### config.mk
export PLATFORM = sky130hd
export DESIGN_NAME = life_gen_scheduler
export DESIGN_NICKNAME = d
export VERILOG_FILES = /design/src/rtl/life_gen_scheduler.sv
export SDC_FILE = /design/constraint.sdc
export NUM_CORES = 1
export LEC_CHECK = 0
export CAP_MARGIN = 10
export CORE_MARGIN = 10
export CORE_UTILIZATION = 50
export DETAILED_ROUTE_END_ITERATION = 6
export PLACE_DENSITY = 0.7
export SYNTH_ARGS = -nofsm -noshare
export SYNTH_HDL_FRONTEND = slang
export SYNTH_SLANG_ARGS = --single-unit
### constraint.sdc
create_clock -name clk -period 11.78 [get_ports clk]
set_input_delay 1.767 -clock clk [delete_from_list [all_inputs] [get_ports clk]]
set_output_delay 1.767 -clock clk [all_outputs]
set_load 0.01 [all_outputs]
### src/rtl/life_gen_scheduler.sv
// 8x8 Game of Life generation scheduler: paces generations off vsync or single steps,
// sweeps one cell per cycle from a snapshot and commits the whole board at once.
module life_gen_scheduler #(
    parameter int unsigned FRAMES_PER_GEN = 2,
    parameter logic [63:0] SEED           = 64'h0A28_0A28_1402_0000
) (
    input  logic        clk,
    input  logic        reset,
    input  logic        vsync,
    input  logic        run,
    input  logic        step,
    input  logic        load,
    output logic [63:0] board_out,
    output logic        busy,
    output logic        gen_done,
    output logic [15:0] gen_count,
    output logic        extinct
);

    localparam logic [1:0] S_IDLE   = 2'd0;
    localparam logic [1:0] S_SNAP   = 2'd1;
    localparam logic [1:0] S_SWEEP  = 2'd2;
    localparam logic [1:0] S_COMMIT = 2'd3;

    localparam logic [5:0] FRAME_LAST = 6'(FRAMES_PER_GEN - 1);
    localparam logic       SEED_DEAD  = (SEED == 64'd0);

    logic [1:0]  state,     state_d;
    logic        vsync_q;
    logic        trig_q,    trig_d;
    logic [5:0]  frame_cnt, frame_cnt_d;
    logic [5:0]  idx,       idx_d;
    logic [63:0] prev,      prev_d;
    logic [63:0] next_gen,  next_gen_d;
    logic [63:0] board_d;
    logic [15:0] gen_count_d;
    logic        gen_done_d, busy_d, extinct_d;
    logic        vs_edge;
    logic [3:0]  nbr_cnt;
    logic        cell_next;

    // Live neighbours of cell i in board b; off-board positions count as dead.
    function automatic logic [3:0] count_nbrs(input logic [63:0] b, input logic [5:0] i);
        logic [3:0] n;
        int r;
        int c;
        n = 4'd0;
        for (int dr = -1; dr <= 1; dr++) begin
            for (int dc = -1; dc <= 1; dc++) begin
                r = int'(i[5:3]) + dr;
                c = int'(i[2:0]) + dc;
                if (!(dr == 0 && dc == 0) && r >= 0 && r < 8 && c >= 0 && c < 8)
                    n = n + 4'(b[6'(r * 8 + c)]);
            end
        end
        return n;
    endfunction

    assign vs_edge   = vsync & ~vsync_q;
    assign nbr_cnt   = count_nbrs(prev, idx);
    assign cell_next = prev[idx] ? (nbr_cnt == 4'd2 || nbr_cnt == 4'd3) : (nbr_cnt == 4'd3);

    always_comb begin
        state_d     = state;
        trig_d      = 1'b0;
        frame_cnt_d = frame_cnt;
        idx_d       = idx;
        prev_d      = prev;
        next_gen_d  = next_gen;
        board_d     = board_out;
        gen_count_d = gen_count;
        gen_done_d  = 1'b0;
        extinct_d   = extinct;

        case (state)
            S_IDLE: begin
                if (run && vs_edge) begin
                    if (frame_cnt == FRAME_LAST) begin
                        frame_cnt_d = 6'd0;
                        trig_d      = 1'b1;
                    end else begin
                        frame_cnt_d = frame_cnt + 6'd1;
                    end
                end
                if (step)
                    trig_d = 1'b1;
                if (trig_q)
                    state_d = S_SNAP;
            end
            S_SNAP: begin
                prev_d  = board_out;
                idx_d   = 6'd0;
                state_d = S_SWEEP;
            end
            S_SWEEP: begin
                next_gen_d[idx] = cell_next;
                idx_d           = idx + 6'd1;
                if (idx == 6'd63)
                    state_d = S_COMMIT;
            end
            default: begin
                board_d     = next_gen;
                gen_count_d = gen_count + 16'd1;
                gen_done_d  = 1'b1;
                extinct_d   = (next_gen == 64'd0);
                state_d     = S_IDLE;
            end
        endcase

        // Reload overrides everything, including an in-flight generation.
        if (load) begin
            board_d     = SEED;
            gen_count_d = 16'd0;
            frame_cnt_d = 6'd0;
            extinct_d   = SEED_DEAD;
            gen_done_d  = 1'b0;
            trig_d      = 1'b0;
            state_d     = S_IDLE;
        end

        busy_d = (state_d != S_IDLE);
    end

    // vsync_q resets high so a vsync already high at release is not seen as an edge.
    always_ff @(posedge clk or posedge reset) begin
        if (reset) begin
            state     <= S_IDLE;
            vsync_q   <= 1'b1;
            trig_q    <= 1'b0;
            frame_cnt <= 6'd0;
            idx       <= 6'd0;
            prev      <= 64'd0;
            next_gen  <= 64'd0;
            board_out <= SEED;
            gen_count <= 16'd0;
            gen_done  <= 1'b0;
            busy      <= 1'b0;
            extinct   <= SEED_DEAD;
        end else begin
            state     <= state_d;
            vsync_q   <= vsync;
            trig_q    <= trig_d;
            frame_cnt <= frame_cnt_d;
            idx       <= idx_d;
            prev      <= prev_d;
            next_gen  <= next_gen_d;
            board_out <= board_d;
            gen_count <= gen_count_d;
            gen_done  <= gen_done_d;
            busy      <= busy_d;
            extinct   <= extinct_d;
        end
    end

endmodule

==> results.md <==
* Outcome: completed
* RePlAce Congestion at 0.9496
* Vias per inst at roughly 6.2
* Io pins at 89
* Met1 Track Usage GR at 0.2967
* Crit-path max cell delay at 910 ps
* Die width at 177.4 um
* Number of global-route vias before repair at 8,911
* MaxCap Viol Count at 0
* Critical path type: reg -> reg
* Clock group share of total power at 0.386
* Wire per inst at 23.17 um
* Initial antenna violation count at 0
* Peak supply drop at about 0.00012 V
* Area growth syn-to-layout at 14.67%
* Core Util, Final at 0.5842
* Hold Crit Class: reg -> reg
* Top-count cell post-synth: dfrtp_1
* Slew Limit Fails at 0
* CTS root buf: clkbuf_16
* Largest net degree at the start of global routing at 149
* Gr usage total at 0.2121
* Clock sink total at 227
* Number of synthesized flops with an enable pin at 0
* Unrepaired setup endpoints after global routing: false
* Htree depth at 1
* GRT overflow at 0
* Busiest grt layer: met2
* Worst slew margin at 0.3168
* Seq pwr share at 0.408
* # setup viols final at 0
* Initial core utilization at 0.5094
* Ranking of synthesized cells by area: dfrtp_1, mux2i_1, mux2_2
* Worst Skew at 11.02 ps
* Post-Synthesis Cells at ~1,100
* Hold WS at 512.2 ps
* #FFs+latches synth at 227
* Sw frac at 0.2780
* Slowest cell on crit path: dfrtp_1
* CP max FO at 57
* Vias at 9,127
* Slew @ Worst Pin at slightly above 1000 ps
* Post-synth top flop: dfrtp_1
* Post-route ant nets at 0
* Tcrit/Tclk final at 0.7811
* Post-synth top area share at 0.4343
* Most frequent cells after synthesis: dfrtp_1, mux2i_1, nor2_1
* Final hold violation count at 0
* Area of the multi-input gates at 6243 sq um
* CP Data Arrival Time at 9580 ps
* Sequential area share after synthesis at 0.4597
* Grt met2 use at 0.3437
* Share of cells above drive strength 1 at 0.1649
* Worst-path clk slew at 60 ps
* First-pass DRT Iterations at 5
* Final WL at roughly 34 mm
* Leak at 5.949 nW
* Pwr dens at 141.6 nW/um^2
* Initial drt markers at roughly 810
* P_sw at between 0.5 and 0.6 mW
* Final worst path period need at 9201 ps
* Max Fclk at 108.7 MHz
* Ant diodes at 0
* First-pass GRT wire length at approximately 53 mm
* CP Launch Type: flip-flop
* Core ar. at 24,320 sq um
* Async set-reset flop share out of synthesis at 1.000
* Synth unique cells at 67
* Die area at between 30,000 and 40,000 sq um
* FF/Latch Area at 5698 sq um
* Setup bufs post-CTS at 0
* Fill count at approximately 2,000
* HPWL Detailed at 23.11 mm
* Cts repair resizes at 0
* Area leader, netlist: dfrtp_1
* GR met3 Demand/Resource at 0.02550
* Synthesized area at about 12,000 sq um
* CP startpoint: idx[1]
* Layout Nets at 1,163
* Syn_nets at 1,120
* Worst hold start: next_gen[37]
* CP endpoint kind: flip-flop
* CP Buf/Inv Count at 3
* Die H at 177.4 um
* Setup TNS at 0 ps
* # rows at 57
* Comb pwr share at 0.206
* CP top delay family: adder cells
* Req. time, crit path at 12,160 ps
* Clock latency at the later pin of the worst-skew pair at 520 ps
* Num CTS Buffers at 24
* Mean area per synthesized cell at 11.48 sq um
* FF-to-FF Start: idx[1]
* Clock buffer depth at 3
* Detailed-route DRC error count at 0
* Most used cell, CP: ha_1
* Hold buffer count at CTS at 0
* IO Port Bufs at 88
* Int Pwr at 1.452 mW
* TritonCTS clock tree: done
* Yosys warnings at 0
-- through the flow --
step / worst slack, ps / power (mW) / area, sq um / cells
2_1_floorplan: 3575 / 1.147 / 12390 / 1079
3_3_place_gp: 2913 / 1.240 / 13390 / 1419
3_5_place_dp: 2646 / 1.247 / 13390 / 1419
4_1_cts: 2585 / 2.023 / 14200 / 1463
5_1_grt: 1848 / 2.086 / 14210 / 1464
6_report: 2579 / 2.011 / 14210 / 1464
-- layout make-up --
class	count	share of cell area
inverters	22	0.006341
flip-flops and latches	227	0.4011
well taps	324	0.02853
clock inverters	8	0.008102
multi-input cells	748	0.4395
clock buffers	36	0.04905
repair buffers	99	0.06746
-- worst reg2reg max path, delay by kind of cell, from the launching register on --
family / cells / cell delay (ps)
adders and majority gates: 9 / 2870
AOI/OAI and AO/OA: 7 / 1740
and+or+nand+nor: 10 / 1380
muxes: 4 / 1170
DFF: 1 / 910
buffers and inverters: 3 / 620
xor gates and xnor gates: 2 / 360
-- power by group through the flow --
stage	Combinational, mW	Clock, mW	Sequential, mW
floorplan	0.331	0	0.817
global placement	0.405	0	0.834
detailed placement	0.412	0	0.835
CTS	0.414	0.788	0.821
global route	0.445	0.818	0.823
finish	0.414	0.776	0.821
-- worst paths after layout --
| path | to | slack (ps) | cells past startpoint |
|---|---|---|---|
| hold / removal | board_out[37] | 510 | 1 |
| setup / recovery | next_gen[39] | 2580 | 35 |
| setup reg to reg | next_gen[39] | 2580 | 35 |
| min in group asynchronous | prev[35] | 1890 | 2 |
| max in group asynchronous | idx[2] | 8260 | 3 |
| hold reg to reg | board_out[37] | 510 | 1 |
-- sequential cells by signal (all words and copies together), names as in the netlist --
signal     flops
idx            6
gen_count     16
busy           1
prev          64
frame_cnt      6
next_gen      64
state          2
vsync_q        1
board_out     64
extinct        1
gen_done       1
trig_q         1
-- routing by layer --
metal  wire length, um  vias up
li1                  -     4114
met1             14920     4673
met2             16570      287
met3              1722       53
met4               697        0
met5                 0        -
-- kinds of logic after synthesis --
group,share of synthesized area
and+or+nand+nor,0.09806
DFF,0.4597
muxes,0.2127
AOI/OAI and AO/OA,0.1293
buffers and inverters,0.03838
xor gates and xnor gates,0.02474
adders and majority gates,0.03716
-- placed cells by master, fill, tap and decap left out, types with 4 or more instances in the layout --
master | Yosys | routed
nor3b_1 | 6 | 6
a21oi_1 | 16 | 16
buf_4 | 6 | 11
nor2b_1 | 18 | 18
ha_1 | 32 | 30
xor2_1 | 16 | 16
nand2b_1 | 5 | 5
clkbuf_16 | 0 | 25
clkbuf_1 | 45 | 8
and3_1 | 5 | 5
a211oi_1 | 4 | 4
mux4_2 | 26 | 26
mux2_2 | 68 | 68
a22oi_1 | 11 | 11
or3_1 | 4 | 4
nor4_1 | 18 | 18
dfstp_2 | 12 | 12
o41ai_2 | 17 | 17
clkinv_2 | 0 | 5
nor3_1 | 9 | 9
nand4_1 | 12 | 12
nor2_1 | 92 | 92
dfrtp_1 | 215 | 213
clkdlybuf4s50_1 | 0 | 87
xnor2_1 | 19 | 18
mux2i_1 | 123 | 123
o31ai_1 | 8 | 8
a211o_1 | 11 | 11
o41ai_1 | 39 | 39
inv_1 | 19 | 18
nand3_1 | 21 | 21
nand2_1 | 39 | 38
o21ai_0 | 83 | 83
Note: power is estimated with default switching activity, not from simulation.
